===== src/rtl/counter_pkg.sv =====
// Shared types and defaults for the counter run controller.
package counter_pkg;

   typedef enum logic [1:0] {
      IDLE,
      RUN,
      PAUSE
   } ctrl_state_t;

   localparam int unsigned PW = 8;

endpackage


===== src/rtl/counter_en.sv =====
// N-bit up counter with async active-high reset, synchronous clear and enable.
module counter_en #(
   parameter int unsigned N = 4
) (
   input  logic         clk,
   input  logic         reset,
   input  logic         clear,
   input  logic         en,
   output logic [N-1:0] q
);

   logic [N-1:0] cnt_q;
   logic [N-1:0] cnt_d;

   // Clear wins over enable so a reload never sees a stray increment.
   always_comb begin
      cnt_d = cnt_q;
      if (clear) begin
         cnt_d = '0;
      end else if (en) begin
         cnt_d = cnt_q + N'(1);
      end
   end

   always_ff @(posedge clk or posedge reset) begin
      if (reset) begin
         cnt_q <= '0;
      end else begin
         cnt_q <= cnt_d;
      end
   end

   assign q = cnt_q;

endmodule


===== src/rtl/counter_sched.sv =====
// Run controller: sequences an N-bit counter from 0 to a latched limit,
// with stop/auto-reload at the limit, pause, abort and a saturating period count.
module counter_sched
   import counter_pkg::*;
#(
   parameter int unsigned N  = 4,
   parameter int unsigned PW = counter_pkg::PW
) (
   input  logic          clk,
   input  logic          reset,
   input  logic          start,
   input  logic          stop,
   input  logic          pause,
   input  logic          autoreload,
   input  logic [N-1:0]  limit,
   output logic [N-1:0]  q,
   output logic          busy,
   output logic          done,
   output logic [PW-1:0] periods
);

   ctrl_state_t   state_q, state_d;
   logic [N-1:0]  limit_q, limit_d;
   logic          auto_q, auto_d;
   logic          done_q, done_d;
   logic [PW-1:0] periods_q, periods_d;
   logic          cnt_clear;
   logic          cnt_en;
   logic [N-1:0]  cnt;

   counter_en #(
      .N (N)
   ) u_counter (
      .clk   (clk),
      .reset (reset),
      .clear (cnt_clear),
      .en    (cnt_en),
      .q     (cnt)
   );

   always_comb begin
      state_d   = state_q;
      limit_d   = limit_q;
      auto_d    = auto_q;
      done_d    = 1'b0;
      periods_d = periods_q;
      cnt_clear = 1'b0;
      cnt_en    = 1'b0;
      case (state_q)
         IDLE: begin
            if (start && !stop) begin
               limit_d   = limit;
               auto_d    = autoreload;
               periods_d = '0;
               cnt_clear = 1'b1;
               state_d   = RUN;
            end
         end
         RUN: begin
            if (stop) begin
               cnt_clear = 1'b1;
               state_d   = IDLE;
            end else if (pause) begin
               state_d = PAUSE;
            end else if (cnt == limit_q) begin
               done_d = 1'b1;
               if (periods_q != '1) begin
                  periods_d = periods_q + PW'(1);
               end
               // Non-reload runs park at the limit value rather than clearing.
               if (auto_q) begin
                  cnt_clear = 1'b1;
               end else begin
                  state_d = IDLE;
               end
            end else begin
               cnt_en = 1'b1;
            end
         end
         PAUSE: begin
            if (stop) begin
               cnt_clear = 1'b1;
               state_d   = IDLE;
            end else if (!pause) begin
               state_d = RUN;
            end
         end
         default: begin
            state_d = IDLE;
         end
      endcase
   end

   always_ff @(posedge clk or posedge reset) begin
      if (reset) begin
         state_q   <= IDLE;
         limit_q   <= '0;
         auto_q    <= 1'b0;
         done_q    <= 1'b0;
         periods_q <= '0;
      end else begin
         state_q   <= state_d;
         limit_q   <= limit_d;
         auto_q    <= auto_d;
         done_q    <= done_d;
         periods_q <= periods_d;
      end
   end

   assign q       = cnt;
   assign busy    = (state_q == RUN) || (state_q == PAUSE);
   assign done    = done_q;
   assign periods = periods_q;

endmodule

===== config.mk =====
export PLATFORM = sky130hd
export DESIGN_NAME = counter_sched
export DESIGN_NICKNAME = d
export VERILOG_FILES = /design/src/rtl/counter_pkg.sv /design/src/rtl/counter_en.sv /design/src/rtl/counter_sched.sv
export SDC_FILE = /design/constraint.sdc
export NUM_CORES = 1
export LEC_CHECK = 0
export ABC_AREA = 1
export ABC_CLOCK_PERIOD_IN_PS = 1600
export BUFFER_PORTS_ARGS = -buffer_cell sky130_fd_sc_hd__buf_2
export CAP_MARGIN = 20
export CORE_ASPECT_RATIO = 1.5
export CORE_MARGIN = 5
export CORE_UTILIZATION = 55
export CTS_BUF_LIST = sky130_fd_sc_hd__clkbuf_4 sky130_fd_sc_hd__clkbuf_8
export CTS_CLUSTER_SIZE = 8
export DETAILED_ROUTE_END_ITERATION = 16
export PLACE_DENSITY = 0.76
export SLEW_MARGIN = 20
export SYNTH_ARGS = -nofsm -noshare
export SYNTH_HDL_FRONTEND = slang
export SYNTH_HIERARCHICAL = 1
export SYNTH_SLANG_ARGS = --single-unit

===== constraint.sdc =====
create_clock -name clk -period 1.6 [get_ports clk]
set_input_delay 0 -clock clk [delete_from_list [all_inputs] [get_ports clk]]
set_output_delay 0 -clock clk [all_outputs]
set_load 0.02 [all_outputs]

======== Word-level counts from Yosys, hierarchy flattened ========
Cells that the tools add are included.
cells by class
  reductions and logical operators ........ 9
  eq/ne operators ......................... 12
  add/subtract/negate cells ............... 2
  muxes and demuxes ....................... 31
operator list
  cell                                                             count
  8-bit two-way mux                                                5
  8-bit one-hot mux with 2 select lines                            1
  1-bit two-way mux                                                14
  2-bit two-way mux                                                7
  2-bit inequality test, second input constant                     5
  8-bit by 1-bit adder with 8-bit output, second input constant    1
  4-bit two-way mux                                                2
  4-bit inequality test, second input constant                     2
  8-bit inequality test, second input constant                     1
  2-bit one-hot mux with 3 select lines                            1
  6-bit AND reduction                                              1
  4-bit by 1-bit adder with 4-bit output, second input constant    1
  4-bit == test                                                    1
  4-bit AND reduction                                              1
  2-bit nonzero test                                               2
  3-bit inequality test, second input constant                     1
  1-bit one-hot mux with 3 select lines                            1
  2-bit by 1-bit == test with 1-bit output, second input constant  1
  2-bit == test, second input constant                             1
  2-bit logical NOT                                                1
  2-bit AND reduction                                              1
  1-bit logical AND                                                1
  1-bit logical NOT                                                1
  1-bit logical OR                                                 1
storage, ports and cells
  word-level logic and storage cells ...... 60
  input bits .............................. 10
  register bits after elaboration ......... 20
  output and inout port bits .............. 14

======== Longest topological paths before layout ========
Gate-level depths: netlist of run 1.
  depth after elaboration ................. 7
  mapped depth ............................ 12
  gate-level depth less buffers ........... 12

======== By module ========
Netlist of run 1, hierarchy kept.
by module, submodules not included
  module         times used  cells an instance  area an instance (sq um)  seq. area each (sq um)
  counter_sched  1           162                1133.6                    400.4
  counter_en     1           24                 193.9                     100.1

======== Worst setup path before layout of run 1 ========
Ideal clock, no wire load.
  path kind ............................... register to register
  start ................................... register state_q[1]
  end ..................................... register u_counter.cnt_q[3], in the netlist u_counter/q[3]
  data required time ...................... 1483 ps
  setup slack ............................. 94 ps
  clock period less this slack ............ 1506 ps
  buffers on the path ..................... 1
  data arrival time ....................... 1389 ps
  library setup time ...................... 117 ps
  cell stages (with the launch flop) ...... 13
  cell sequence ........................... dfrtp_1 -> inv_1 -> ha_1 -> buf_6 -> nand3_1 -> inv_1 -> nand2_1 -> inv_1 -> nand2_2 -> nor2_2 -> nand2_1 -> nand2_1 -> nor2_1
between the ends
  longest elaborated chain between the ends .. 3
  elaborated cells on any way between the ends .. 7
  classes of those cells .................. eq/ne (2); mux (3); reduce/logical (2)
ends and longest elaborated chain
  element                                   RTL line              RTL
  start, declared                           counter_sched.sv:22   ctrl_state_t state_q, state_d;
  start signal, assigned                    counter_sched.sv:102  state_q <= state_d;
  2-bit by 1-bit == test with 1-bit output  counter_sched.sv:49   case (state_q)
  1-bit two-way mux                         counter_sched.sv:49
  named net cnt_en                          counter_sched.sv:28   logic cnt_en;
  2-bit nonzero test (no source line)       n/a
  end signal, assigned                      counter_en.sv:29      cnt_q <= cnt_d;
  end, declared                             counter_en.sv:12      logic [N-1:0] cnt_q;
The timed path passes the listed nets, and every way through them passes these cells.
A chain may end at the register's enable or synchronous reset.

======== Worst setup path in the final report of run 1 ========
Same ends and word-level chain as after synthesis.

==> results.py, run 1 <==
metrics = {
    "status": {
        "status": "finished clean",
    },
    "sta": {
        "tightestPinTransition_ps": 627.1,
        "worst_slack_ps": 62.28,
        "hold_slack_ps": 21.53,
        "final-setup-viol-count": 0,
        "fin_crit_sh_pct": 96.11,
        "final-hold-violation-count": 0,
        "max_freq_mhz": 650.3,
        "clock_skew_ps": 0.6268,
        "max_slew_margin_pct": 58.15,
        "fin_crit_ps": 1538,
        "rsz0062_at_grt": "yes",
        "slew_violations": 0,
    },
    "global_route": {
        "grt_first_pass_wirelength_mm": 5.451,
        "antenna_found_initial": 0,
        "grt_max_degree": 17,
        "track_usage_pct": 18.92,
        "grt_pass1_vias": 1397,
        "gr-total-overflow": 0,
    },
    "floorplanning": {
        "die_w_um": 50.12,
        "rows": 21,
        "die-area_sq_mm": 0.003517,
        "ioPinCount": 24,
        "start_util_pct": 58.07,
        "die_h_um": 70.17,
        "core_area_sq_mm": 0.002286,
    },
    "power": {
        "power.total_mw": 2.288,
        "p_per_area_mw_per_mm2": 1365,
        "ir_worst_vdd_mv": 0.8603,
        "p_leak_nw": 0.9696,
    },
    "logic_synthesis": {
        "synth_most_common_cell": "nand2_1",
        "syn_area_per_cell_sq_um": 7.137,
        "synthSimpleGateAreaFrac_pct": 37.04,
        "synthTopCellsByCount": "62 x nand2_1, 31 x inv_1, 20 x dfrtp_1",
        "yosys.area.top_type_share_pct": 37.70,
        "synth.area.mux_share_pct": 0,
        "ys.flop_type": "dfrtp_1",
        "async_flop_share_pct": 100.0,
        "synth_edf_count": 0,
        "synth_top_family_by_area": "simple AND/OR/NAND/NOR gates",
        "synth_fa_ha_area_share_pct": 5.655,
        "synth-xor-area-share_pct": 2.639,
        "synth-seq-area-share_pct": 37.70,
        "synth_nets": 202,
        "synth_compound_area_share_pct": 5.844,
        "ys_types": 24,
        "yosysWarnings": 6,
        "synth_seq_cells": 20,
        "synthCells": 186,
        "synthTopCellsByArea": "dfrtp_1 38%, nand2_1 18%, inv_1 8.8%",
        "synth_area_sq_mm": 0.001328,
        "yosys.area.top_type": "dfrtp_1",
    },
    "cts": {
        "cts_tree": "built",
        "clk_path_buf_depth": 2,
        "cts_num_sinks": 20,
        "cts_buffers": 3,
        "clock_latency_ps": 300,
        "clockRootBuffer": "clkbuf_4",
        "htree_levels": 1,
        "clkTransAtPathRegs_ps": 110,
    },
    "routing": {
        "vias": 1335,
        "vias_per_cell": 5.256,
        "first_pass_iters": 4,
        "wl_per_cell_um": 12.63,
        "routed_wl_mm": 3.209,
        "drc": 0,
        "ant_nets": 0,
        "drt_iter0_drc": 46,
    },
    "worst_hold_path": {
        "hold_class": "primary input to flop",
    },
    "placed_design": {
        "port_buffers": 23,
        "finalWeightedCongestion": 0.8937,
        "place_ws_ps": 14.48,
        "dpl.hpwl_mm": 2.228,
    },
    "setup_path": {
        "worstPathMaxFanout": 6,
        "start_kind": "flop",
        "end_kind": "flop",
        "critPathRequiredTime_ps": 1800,
        "crit_type": "flop to flop",
        "arrival_ps": 1740,
    },
    "final_layout": {
        "finalNetCount": 249,
        "areaGrowthSynthToFinish_pct": 26.30,
        "drive_gt1_share_pct": 29.87,
        "diodes": 0,
        "final_util_pct": 73.34,
        "fillers": 178,
    },
    "job": {
        "maxCapViolations": 0,
    },
}
==> cells in the final DEF, fill, tap and decap left out <==
cell / n
dlygate4sd3_1: 6
nand4_1: 10
inv_2: 5
nor2_4: 1
a21oi_2: 2
inv_1: 28
xnor2_1: 1
buf_4: 16
nand2_2: 5
ha_2: 1
nor3_1: 1
nand3_1: 6
o21ai_0: 7
a21oi_1: 3
ha_4: 1
buf_2: 23
clkbuf_4: 3
nand4_4: 1
nor2_2: 6
dfrtp_2: 3
ha_1: 4
or2_1: 1
dfrtp_1: 17
nand3_2: 2
o21ai_1: 2
xor2_1: 3
nand2_1: 61
nor2_1: 12
==> path summary, 6_finish.rpt <==
check	startpoint	end	slack, ps	cells after the start
max	state_q[1]	u_counter/q[3]	60	11
min	pause	state_q[1]	20	3
max reg2reg	state_q[1]	u_counter/q[3]	60	11
min reg2reg	limit_q[0]	limit_q[0]	570	2
max in group asynchronous	reset	state_q[0]	830	3
min in group asynchronous	reset	u_counter/q[1]	130	3
==> flip-flops by register name, indices dropped and copies added, names as in the netlist <==
| name | count |
|---|---|
| periods | 8 |
| auto_q | 1 |
| limit_q | 4 |
| u_counter/q | 4 |
| state_q | 2 |
| done | 1 |
==> cells by family after synthesis <==
| kind of cell | Yosys count |
|---|---|
| xor gates and xnor gates | 4 |
| AOI/OAI and AO/OA | 14 |
| adders and majority gates | 6 |
| DFF | 20 |
| buffers and inverters | 36 |
| and+or+nand+nor | 106 |
==> per-stage QoR <==
stage / instances / cell area (sq um) / TNS, ps
after floorplan: 186 / 1328 / 0
after global placement: 236 / 1500 / 0
after detailed placement: 236 / 1500 / 0
after CTS: 245 / 1583 / 0
after global routing: 254 / 1677 / -171.3
final: 254 / 1677 / 0
==> where the power goes <==
group	internal, mW	leakage, nW	switching [mW]
combinational	0.519	0.693	0.822
clock	0.0878	0.0138	0.149
sequential	0.622	0.263	0.0889
==> critical path, cell delays in order, from the launching register on <==
cell     delay (ps)
dfrtp_1         400
inv_2            80
ha_4            150
nand3_1         130
inv_1            80
nand2_1          90
inv_2           130
nand2_2          90
nor2_2          120
nand2_1          70
nand2_1          70
nor2_1           40
==> timing repair <==
item,CTS,global route
hold endpoints to repair,25,0
hold buffers,6,0
gates resized for setup,0,12
endpoints found under the setup margin,0,14
setup buffers,0,9
==> routing by layer <==
layer | vias up | routed length, um | track usage, %
li1 | 663 | - | -
met1 | 627 | 1230 | 21.40
met2 | 34 | 1768 | 33.15
met3 | 11 | 130 | 2.128
met4 | 0 | 80 | 10.20
met5 | - | 0 | 0
==> final cells by class <==
class	instances	area (sq um)	share of cell area (%)
clock buffers	3	22.52	1.343
inverters	33	123.9	7.388
multi-input cells	130	701.9	41.87
flip-flops and latches	20	504.2	30.07
well taps	23	28.78	1.716
repair buffers	45	295.3	17.61
Note: power is estimated with default switching activity, not from simulation.
==> run 2, diff against run 1 <==
--- a/config.mk
+++ b/config.mk
@@ -6,7 +6,7 @@
 export NUM_CORES = 1
 export LEC_CHECK = 0
 export ABC_AREA = 1
-export ABC_CLOCK_PERIOD_IN_PS = 1600
+export ABC_CLOCK_PERIOD_IN_PS = 1500
 export BUFFER_PORTS_ARGS = -buffer_cell sky130_fd_sc_hd__buf_2
 export CAP_MARGIN = 20
 export CORE_ASPECT_RATIO = 1.5
@@ -15,7 +15,8 @@
 export CTS_BUF_LIST = sky130_fd_sc_hd__clkbuf_4 sky130_fd_sc_hd__clkbuf_8
 export CTS_CLUSTER_SIZE = 8
 export DETAILED_ROUTE_END_ITERATION = 16
-export PLACE_DENSITY = 0.76
+export GPL_TIMING_DRIVEN = 0
+export PLACE_DENSITY = 0.79
 export SLEW_MARGIN = 20
 export SYNTH_ARGS = -nofsm -noshare
 export SYNTH_HDL_FRONTEND = slang
==> constraint.sdc (replaced) <==
create_clock -name clk -period 1.5 [get_ports clk]
set_input_delay 0 -clock clk [delete_from_list [all_inputs] [get_ports clk]]
set_output_delay 0 -clock clk [all_outputs]
set_load 0.02 [all_outputs]
==> run 2 against run 1 <==
Net effect:
- cell area up 8.0%
- worst hold slack worse by 6.0 ps
- combinational power up 31%
- clock skew up 14 ps
- sequential share of layout area down 2.4 points
- sequential power up 5.9%
- critical endpoint is now u_counter/q[1]
==> results.py, run 2 (synthesis gave the netlist of run 1 again) <==
metrics = {
    "setup_path": {
        "path_delay_family": "simple AND/OR/NAND/NOR gates",
        "end_kind": "flop",
        "start_kind": "flop",
        "critPathRequiredTime_ps": 1720,
        "critical_path_buf_inv_count": 3,
        "cp_cell_sequence": "inv_1 > nand2_1 > nand2_1 > nor2_2 > nand3_2 > inv_1 > nand3_2 > a21oi_2 > inv_2 > o21ai_1 > a21oi_1",
        "crit_path_max_incr_delay_ps": 410,
        "crit_type": "flop to flop",
        "arrival_ps": 1720,
        "crit_slowest_cell": "dfrtp_1",
        "worstPathMaxFanout": 4,
    },
    "sta": {
        "clock_skew_ps": 14.91,
        "rsz0062_at_grt": "yes",
        "tightestPinTransition_ps": 641.8,
        "worst_slack_ps": 1.767,
        "fin_crit_ps": 1498,
        "max_slew_margin_pct": 57.17,
        "fin_crit_sh_pct": 99.88,
        "final-setup-viol-count": 0,
        "max_freq_mhz": 667.5,
        "tns_ps": 0,
        "slew_violations": 0,
        "final-hold-violation-count": 0,
    },
    "cts": {
        "clk_path_buf_depth": 2,
        "cts_tree": "built",
        "clockRootBuffer": "clkbuf_4",
        "cts_num_sinks": 20,
        "clkTransAtPathRegs_ps": 130,
        "cts_buffers": 3,
        "clock_latency_ps": 320,
        "htree_levels": 1,
    },
    "final_layout": {
        "final_area_sq_mm": 0.001810,
        "diodes": 0,
        "register_area_sq_um": 500.5,
        "fillers": 139,
        "areaGrowthSynthToFinish_pct": 36.38,
        "largest_reg_flops": 8,
        "layout_commonest_cell": "nand2_1",
        "drive_gt1_share_pct": 35.47,
        "multiInputGateArea_sq_um": 777.0,
        "final_cell_mix": "57 x nand2_1, 24 x inv_1, 24 x buf_2, 20 x dfrtp_1, 14 x buf_4",
        "finalNetCount": 251,
        "final_util_pct": 79.20,
    },
    "power": {
        "p_per_area_mw_per_mm2": 1635,
        "power.total_mw": 2.960,
        "p_leak_nw": 1.018,
        "ir_worst_vdd_mv": 1.355,
    },
    "routing": {
        "routed_wl_mm": 3.462,
        "ant_nets": 0,
        "wl_per_cell_um": 13.47,
        "first_pass_iters": 4,
        "vias": 1372,
        "drc": 0,
        "vias_per_cell": 5.339,
        "drt_iter0_drc": 57,
    },
    "global_route": {
        "grt_pass1_vias": 1310,
        "gr-total-overflow": 0,
        "track_usage_pct": 19.65,
        "antenna_found_initial": 0,
        "grt_first_pass_wirelength_mm": 5.561,
        "grt_max_degree": 17,
    },
    "worst_hold_path": {
        "hold_class": "primary input to flop",
    },
    "job": {
        "maxCapViolations": 0,
    },
    "floorplanning": {
        "die-area_sq_mm": 0.003517,
        "die_h_um": 70.17,
        "ioPinCount": 24,
        "core_area_sq_mm": 0.002286,
        "start_util_pct": 58.07,
        "rows": 21,
        "die_w_um": 50.12,
    },
    "placed_design": {
        "dpl.hpwl_mm": 2.167,
        "dpl-instance-area_sq_mm": 0.001471,
        "place_ws_ps": -99.83,
        "finalWeightedCongestion": 0.7805,
        "port_buffers": 23,
    },
    "status": {
        "status": "finished clean",
    },
}
## run 2: area by class of cell
| class | count | area share [%] |
|---|---|---|
| buffer | 2 | 1.106 |
| clock buffer | 3 | 1.244 |
| clock inverter | 1 | 1.659 |
| inverter | 33 | 7.118 |
| multi-input combinational | 130 | 42.92 |
| sequential | 20 | 27.64 |
| tap | 23 | 1.589 |
| timing repair buffer | 45 | 16.72 |
## run 2: power by group
| part | total, mW | switching, mW | internal (mW) |
|---|---|---|---|
| registers | 0.753 | 0.0949 | 0.659 |
| clock network | 0.455 | 0.184 | 0.271 |
| logic | 1.75 | 1.05 | 0.699 |
| total | 2.96 | 1.33 | 1.63 |
## run 2: worst reg2reg max path, delay by kind of cell (launching register included)
family / cells / cell delay [ps]
AND/OR/NAND/NOR: 5 / 470
flip-flops: 1 / 410
buffers and inverters: 3 / 220
AO/OA/AOI/OAI: 3 / 310
## run 2: path summary, 6_finish.rpt
kind | startpoint | to | slack [ps] | depth (start not counted)
worst min register to register | periods[1] | periods[1] | 540 | 2
worst max-delay path | u_counter/q[2] | u_counter/q[1] | 2 | 11
worst max register to register | u_counter/q[2] | u_counter/q[1] | 2 | 11
worst min-delay path | pause | state_q[1] | 20 | 3
max in group asynchronous | reset | state_q[0] | 780 | 3
min in group asynchronous | reset | u_counter/q[0] | 90 | 3
## run 2: timing repair
| item | in CTS | in global routing |
|---|---|---|
| pin swaps | 2 | 26 |
| resized for setup | 4 | 31 |
| hold buffers | 6 | 0 |
| setup endpoints to repair | 14 | 16 |
| buffers inserted | 9 | 7 |
| endpoints found under the hold margin | 25 | 0 |
## run 2: metal layers
| layer | wire [um] | vias to the layer above | track usage (%) |
|---|---|---|---|
| li1 | - | 675 | - |
| met4 | 127 | 0 | 10.20 |
| met1 | 1328 | 644 | 21.27 |
| met3 | 146 | 14 | 3.191 |
| met5 | 0 | - | 0 |
| met2 | 1859 | 39 | 34.97 |
## run 2: through the flow
step / std cells / hold slack (ps)
after floorplan: 186 / -233.9
after global placement: 232 / -106.3
after detailed placement: 232 / -100.1
after CTS: 251 / 0.7626
after global routing: 257 / 49.07
final: 257 / 15.57
